--- src/rtl/seg_display_arbiter.sv ---
// seg_display_arbiter: round-robin sharing of one seven-segment display and
// the status LEDs between two requesters. Each grant shows the captured hex
// digit for HOLD_CYCLES cycles, then a one-cycle blank gap follows in which
// done pulses to the owner if its hold ran to completion.
// SEG and LED must be at least 8 bits wide; any bits above 7 are driven 0.
module seg_display_arbiter #(
  parameter int HOLD_CYCLES = 4,
  parameter int NBITS_TOP   = 8
) (
  input  logic                 clk_2,
  input  logic                 reset,
  input  logic                 req_a,
  input  logic                 req_b,
  input  logic [3:0]           digit_a,
  input  logic [3:0]           digit_b,
  output logic                 gnt_a,
  output logic                 gnt_b,
  output logic                 done_a,
  output logic                 done_b,
  output logic [NBITS_TOP-1:0] SEG,
  output logic [NBITS_TOP-1:0] LED
);

  localparam int CW = (HOLD_CYCLES > 1) ? $clog2(HOLD_CYCLES) : 1;
  localparam logic [CW-1:0] CNT_ZERO = '0;
  localparam logic [CW-1:0] CNT_ONE  = CW'(1);
  localparam logic [CW-1:0] CNT_LAST = CW'(HOLD_CYCLES - 1);

  typedef enum logic [1:0] {
    IDLE   = 2'b00,
    SHOW_A = 2'b01,
    SHOW_B = 2'b10,
    GAP    = 2'b11
  } state_t;

  state_t        state, state_next;
  logic [CW-1:0] cnt, cnt_next;
  logic [3:0]    digit, digit_next;
  logic          last_b, last_b_next;     // 1 when B held the last grant
  logic          done_a_next, done_b_next;
  logic          gnt_a_next, gnt_b_next;
  logic [7:0]    seg8_next;
  logic [3:0]    cnt4_next;
  logic [NBITS_TOP-1:0] seg_next, led_next;

  // Hex digit to active-high segments {g,f,e,d,c,b,a}; bit 7 left clear.
  function automatic logic [7:0] seg_decode(input logic [3:0] d);
    logic [7:0] s;
    case (d)
      4'h0: s = 8'h3F;
      4'h1: s = 8'h06;
      4'h2: s = 8'h5B;
      4'h3: s = 8'h4F;
      4'h4: s = 8'h66;
      4'h5: s = 8'h6D;
      4'h6: s = 8'h7D;
      4'h7: s = 8'h07;
      4'h8: s = 8'h7F;
      4'h9: s = 8'h6F;
      4'hA: s = 8'h77;
      4'hB: s = 8'h7C;
      4'hC: s = 8'h39;
      4'hD: s = 8'h5E;
      4'hE: s = 8'h79;
      4'hF: s = 8'h71;
      default: s = 8'h00;
    endcase
    return s;
  endfunction

  // The LED field carries the counter zero-extended or truncated to 4 bits.
  generate
    if (CW >= 4) begin : g_cnt_trunc
      assign cnt4_next = cnt_next[3:0];
    end else begin : g_cnt_ext
      assign cnt4_next = {{(4-CW){1'b0}}, cnt_next};
    end
  endgenerate

  // State, datapath and output registers; outputs load their precomputed next values.
  always_ff @(posedge clk_2 or posedge reset) begin
    if (reset) begin
      state  <= IDLE;
      cnt    <= CNT_ZERO;
      digit  <= 4'h0;
      last_b <= 1'b1;
      gnt_a  <= 1'b0;
      gnt_b  <= 1'b0;
      done_a <= 1'b0;
      done_b <= 1'b0;
      SEG    <= '0;
      LED    <= '0;
    end else begin
      state  <= state_next;
      cnt    <= cnt_next;
      digit  <= digit_next;
      last_b <= last_b_next;
      gnt_a  <= gnt_a_next;
      gnt_b  <= gnt_b_next;
      done_a <= done_a_next;
      done_b <= done_b_next;
      SEG    <= seg_next;
      LED    <= led_next;
    end
  end

  // Next-state logic: arbitration in IDLE/GAP, hold counting and abort in SHOW.
  always_comb begin
    state_next  = state;
    cnt_next    = cnt;
    digit_next  = digit;
    last_b_next = last_b;
    done_a_next = 1'b0;
    done_b_next = 1'b0;
    case (state)
      IDLE, GAP: begin
        // A wins when alone, or on a tie when B was served last.
        if (req_a && (!req_b || last_b)) begin
          state_next  = SHOW_A;
          digit_next  = digit_a;
          cnt_next    = CNT_ZERO;
          last_b_next = 1'b0;
        end else if (req_b) begin
          state_next  = SHOW_B;
          digit_next  = digit_b;
          cnt_next    = CNT_ZERO;
          last_b_next = 1'b1;
        end else begin
          state_next = IDLE;
          cnt_next   = CNT_ZERO;
        end
      end
      SHOW_A: begin
        if (!req_a) begin
          state_next = GAP;
          cnt_next   = CNT_ZERO;
        end else if (cnt == CNT_LAST) begin
          state_next  = GAP;
          cnt_next    = CNT_ZERO;
          done_a_next = 1'b1;
        end else begin
          cnt_next = cnt + CNT_ONE;
        end
      end
      SHOW_B: begin
        if (!req_b) begin
          state_next = GAP;
          cnt_next   = CNT_ZERO;
        end else if (cnt == CNT_LAST) begin
          state_next  = GAP;
          cnt_next    = CNT_ZERO;
          done_b_next = 1'b1;
        end else begin
          cnt_next = cnt + CNT_ONE;
        end
      end
      default: begin
        state_next = IDLE;
        cnt_next   = CNT_ZERO;
      end
    endcase
  end

  // Output logic: derive grants, segment pattern and status word from the next state.
  always_comb begin
    gnt_a_next = (state_next == SHOW_A);
    gnt_b_next = (state_next == SHOW_B);
    case (state_next)
      SHOW_A:  seg8_next = seg_decode(digit_next);
      SHOW_B:  seg8_next = seg_decode(digit_next) | 8'h80;
      default: seg8_next = 8'h00;
    endcase
    seg_next      = '0;
    seg_next[7:0] = seg8_next;
    led_next      = '0;
    led_next[7:0] = {cnt4_next, state_next, gnt_b_next, gnt_a_next};
  end

endmodule

--- config.mk ---
export PLATFORM = sky130hd
export DESIGN_NAME = seg_display_arbiter
export DESIGN_NICKNAME = d
export VERILOG_FILES = /design/src/rtl/seg_display_arbiter.sv
export SDC_FILE = /design/constraint.sdc
export NUM_CORES = 1
export LEC_CHECK = 0
export CAP_MARGIN = 20
export CORE_MARGIN = 10
export CORE_UTILIZATION = 47
export CTS_CLUSTER_DIAMETER = 120
export DETAILED_ROUTE_END_ITERATION = 10
export PLACE_DENSITY_LB_ADDON = 0.12
export REMOVE_ABC_BUFFERS = 1
export SLEW_MARGIN = 20
export SYNTH_ARGS = -nofsm -noshare
export SYNTH_HDL_FRONTEND = slang
export SYNTH_SLANG_ARGS = --single-unit
--- constraint.sdc ---
create_clock -name clk_2 -period 3.1 [get_ports clk_2]
set_input_delay 0.62 -clock clk_2 [delete_from_list [all_inputs] [get_ports clk_2]]
set_output_delay 0.62 -clock clk_2 [all_outputs]
set_load 0.01 [all_outputs]
==> Word-level counts from Yosys, hierarchy flattened <==
Memories as Yosys holds them, arrays and structs flattened.
Index checks and enable logic that the tools add are counted.
{ "word_totals": {"regBits": 27, "latch_bits": 0, "ramBits": 0, "romBits": 224, "out_inout_bits": 20, "wordCells": 47, "memories": 2} }
{ "op_classes": {"n_addsub": 1, "multipliers": 0, "n_div": 0, "magnitude_cmp": 0, "eq_ne": 6, "shifts": 0, "muxes": 21, "n_bitwise": 0, "n_reduce_logical": 7} }
{ "mem_list": {"columns": ["memory", "depth", "word_bits", "rd", "rd_clocked_by_memory_dff", "wr", "line_no", "source"], "rows": [
  ["(no name shown)", 16, 7, 1, 0, 0, "49", "case (d)"],
  ["(no name shown)", 16, 7, 1, 0, 0, "49", null]
]} }
{ "ops": {"columns": ["cell", "count"], "rows": [
  ["2-bit two-way mux", 8],
  ["8-bit one-hot mux with 2 select lines", 1],
  ["4-bit two-way mux", 3],
  ["2-bit one-hot mux with 3 select lines", 2],
  ["2-bit equality test, second input constant", 4],
  ["1-bit two-way mux", 7],
  ["2-bit by 1-bit equality test with 1-bit output, second input constant", 2],
  ["2-bit by 1-bit adder with 2-bit output, second input constant", 1],
  ["2-bit zero test", 1],
  ["2-bit AND reduction", 1],
  ["2-bit nonzero test", 1],
  ["2-bit OR reduction", 1],
  ["1-bit logical AND", 1],
  ["1-bit zero test", 1],
  ["1-bit logical OR", 1]
]} }

==> Depth between registers and ports, before layout <==
{ "logic_depth": {"ltp_word": 7, "depth_mapped": 12} }

==> Worst setup path after synthesis <==
OpenSTA, ideal clock, no wires.
{ "synth_timing": {"kind": "reg-to-reg", "startpoint": "register state[0]", "endpoint": "register SEG[0]", "setup_time_ps": 143, "arrival_time_ps": 2331, "required_ps": 2957, "path_slack_ps": 626, "stages_incl_launch_ff": 13, "n_path_buf": 1, "period_less_slack_ps": 2474, "cell_sequence": "dfrtp_1 -> inv_1 -> ha_1 -> buf_2 -> nand2_2 -> or2_1 -> o21ai_0 -> inv_1 -> ha_1 -> o21bai_1 -> nor2_1 -> a22oi_1 -> o41ai_1"} }
{ "synth_between": {"elab_chain_len": 5} }
{ "synth_rtl": {"columns": ["element", "line_no", "source"], "rows": [
  ["start, declared", "36", "state_t state, state_next;"],
  ["start signal, assigned", "94", "state <= state_next;"],
  ["2-bit equality test or 2-bit zero test (tied branches)", "115", "case (state)"],
  ["2-bit OR reduction", "115", null],
  ["2-bit one-hot mux with 3 select lines (*)", "115", null],
  ["via state_next[1]", "36", null],
  ["2-bit by 1-bit equality test with 1-bit output (*)", null, null],
  ["via gnt_a_next", "41", "logic gnt_a_next, gnt_b_next;"],
  ["8-bit one-hot mux with 2 select lines (*)", "168", "case (state_next)"],
  ["via seg8_next[0]", "42", "logic [7:0] seg8_next;"],
  ["end signal, assigned", "102", "SEG <= seg_next;"],
  ["end, declared", "20", "output logic [NBITS_TOP-1:0] SEG,"]
]} }
Mark *: on every way through the listed nets, which the timed path passes. The rest lies on a longest branch.
A chain may end at the register's enable or synchronous reset.

==> Worst setup path after layout <==
{ "layout_timing": {"startpoint": "input req_a", "endpoint": "register SEG[3]"} }
{ "layout_between": {"elab_chain_len": 5} }
{ "layout_rtl": {"columns": ["element", "line_no", "source"], "rows": [
  ["start, declared", "12", "input logic req_a,"],
  ["1-bit logical AND (*)", "118", "if (req_a && (!req_b || last_b)) begin"],
  ["4-bit two-way mux (*)", "118", null],
  ["4-bit two-way mux (*)", "115", null],
  ["via digit_next[1]", "38", "logic [3:0] digit, digit_next;"],
  ["memory read 16 x 7 bit", null, null],
  ["8-bit one-hot mux with 2 select lines (*)", "168", null],
  ["via seg8_next[3]", "42", null]
]} }
Marks and branches as above.

==> metrics.yaml <==
outcome:
  status: "finished clean"
placement:
  pre_cts_ws_ns: 0.0877
  dp_hpwl_um: 1970
  dp.cells: 175
  place.gp.congestion: 0.822
  portBuffers: 29
  placed_area_sq_um: 1510
synth:
  synth-compound-area-share_pct: 15.9
  netlist_area_sq_um: 1180
  avgSynthCellArea_sq_um: 10.3
  synth_xor_area_share_pct: 0
  synth_simple_gate_area_share_pct: 15.9
  synthMuxAreaShare_pct: 2.76
  ys_types: 35
  syn_inst: 115
  synth-adder-area-share_pct: 12.7
  synth-seq-cells: 21
  synth_top_family_by_area: "compound AO/OA/AOI/OAI gates"
  yosys_warnings: 0
  ys_seq_area_share_pct: 44.6
detailed_routing:
  viasPerCell: 5.15
  initialDrtViolationCount: 47
  vias: 922
  drtPass1Iterations: 4
  wl_per_cell_um: 13.7
  ant_nets: 0
  wl_um: 2450
  drc: 0
timing:
  tightest_slew_ns: 0.799
  clock.fmax_ghz: 0.368
  grt_setup_unrepaired: "no"
  worst_hold_slack_ns: 0.473
  setup_tns_ns: 0
  timing.final.ws_setup_ns: 0.386
  finClkSkew_ns: 0.00334
  finalSetupViolations: 0
  fin_crit_sh_pct: 87.5
  hold_viol_final: 0
  min_period_ns: 2.71
  drv_slew: 0
  relSlewSlack_pct: 46.7
power:
  cellPowerDensity_nw_per_um2: 1120
  leakagePower_nw: 0.752
  p_total_mw: 1.72
  ir_drop_mv: 0.795
floorplan:
  chipHeight_um: 70.1
  core-area_sq_um: 2430
  die-area_sq_um: 4910
  dieWidth_um: 70.1
  start_util_pct: 48.5
  rows: 18
  io_pins: 32
min_path:
  hold_path_class: "flip-flop to flip-flop"
  holdCritStartpoint: "cnt[0]"
  min_delay_path_depth: 1
  hold_end: "cnt[0]"
worst_setup_path:
  critPathLaunchType: "primary input"
  crit_arrival_ns: 2.94
  cp.required_ns: 3.33
  critical-path-slowest-cell: "clkdlybuf4s50_1"
  r2r-end: "SEG[3]"
  reg2reg_depth: 11
  path_cells: "clkdlybuf4s50_1 -> nand2_1 -> a21oi_1 -> a22oi_1 -> nand2_1 -> inv_1 -> ha_1 -> or2_2 -> a21o_1 -> a21oi_1"
  crit_path_end_kind: "flip-flop"
  cp_max_fo: 8
  regToRegStartpoint: "state[0]"
  reg2reg_slack_ns: 0.42
  slowest_delay_ns: 0.61
  critPathKind: "primary input to flip-flop"
cells_and_area:
  nets: 174
  final_util_pct: 63.2
  finalNonFillerCells: 179
  drive_gt1_share_pct: 14.1
  final_cell_mix: "clkdlybuf4s50_1, dfrtp_1, ha_1"
  fill_cells: 200
  antennaDiodeCount: 0
  area_growth_pct: 30.3
  design_area_sq_um: 1540
  final_common_cell: "clkdlybuf4s50_1"
grt:
  overflow: 0
  antenna_found_initial: 0
  grt_start_max_net_pins: 22
  grt_util_all_layers_pct: 9.93
  grt_pass1_wl_um: 4110
  grt_pass1_vias: 874
clocking:
  numCtsBuffers: 3
  cts_resized: 0
  cts-root-buf: "clkbuf_4"
  h-tree-depth: 1
  cts_tree: "done"
  numClockSinks: 21
  cts_setup_buffers: 0
  clk_pin_slew_worst_paths_ns: 0.12
  clock_latency_ns: 0.30
  cts_max_path_buffers: 2
  hold_buffers: 0
run:
  drv_cap: 0
## where the power goes
part	internal (mW)	total, mW	switching [mW]
registers	0.376	0.416	0.0402
clock network	0.0481	0.130	0.0823
logic	0.564	1.17	0.607
## area by class of cell
| class | instances | area (sq um) | share of cell area (%) |
|---|---|---|---|
| Multi-Input combinational cell | 78 | 566 | 36.8 |
| Sequential cell | 21 | 527 | 34.3 |
| Timing Repair Buffer | 36 | 343 | 22.3 |
| Inverter | 10 | 37.5 | 2.44 |
| Tap cell | 30 | 37.5 | 2.44 |
| Clock buffer | 3 | 22.5 | 1.46 |
| Clock inverter | 1 | 5.00 | 0.325 |
## worst max path at each step
stage                     startpoint  endpoint  slack [ns]  cells past startpoint
after global routing        state[0]    SEG[3]        0.12                     11
after global placement         req_a    SEG[3]        0.13                     10
after detailed placement       req_a    SEG[3]        0.09                     10
after floorplan             state[0]    SEG[3]        0.64                     11
final                          req_a    SEG[3]        0.39                     10
after CTS                      req_a    SEG[3]        0.39                     10
## routing by layer
| layer | track usage (%) | vias up | share of wire, % | wire [um] |
|---|---|---|---|---|
| met1 | 11.2 | 445 | 43 | 1040 |
| met3 | 1.69 | 4 | 4.1 | 100 |
| met2 | 17.3 | 20 | 51 | 1260 |
| met4 | 5.26 | 0 | 2.0 | 50 |
| li1 | - | 453 | - | - |
| met5 | 0 | - | 0 | 0 |
## worst max-delay path: cells and delay by family
kind	cells	cell delay [ns]
AND/OR/NAND/NOR	3	0.54
adder cells (fa/ha/maj)	1	0.25
AO/OA/AOI/OAI	4	0.82
buffers and inverters	2	0.70
## Yosys cell counts, drive strengths merged
master	number	share of area (%)
o21ai	3	1.3
nor3b	1	0.64
ha	12	13
a31oi	1	0.53
nor2b	3	2.2
nor2	11	3.5
a21oi	6	2.5
o221a	1	1.7
nor3	2	0.85
conb	1	0.32
and2	1	0.74
inv	10	3.2
a221oi	3	3.3
or2	2	1.1
and2b	2	1.3
a22oi	4	2.5
o41ai	1	0.74
a21o	1	0.64
mux2i	1	0.85
nor4	1	0.53
a211oi	2	1.3
o21bai	1	0.64
dfstp	1	2.2
dfrtp	20	42
mux2	2	1.9
buf	7	4.6
o31a	1	0.74
and3	2	1.1
nand2	12	4.0
## state kept, by name, summed over array words and instances, names as in the netlist
signal	flops
state	1
LED	4
cnt	1
SEG	8
last_b	1
done_a	1
done_b	1
digit	4
## kinds of logic after synthesis
group	count (synthesis)
AOI/OAI and AO/OA	24
other	1
DFF	21
and+or+nand+nor	37
adders and majority gates	12
muxes	3
buffers and inverters	17
(Power assumes the default switching activity.)
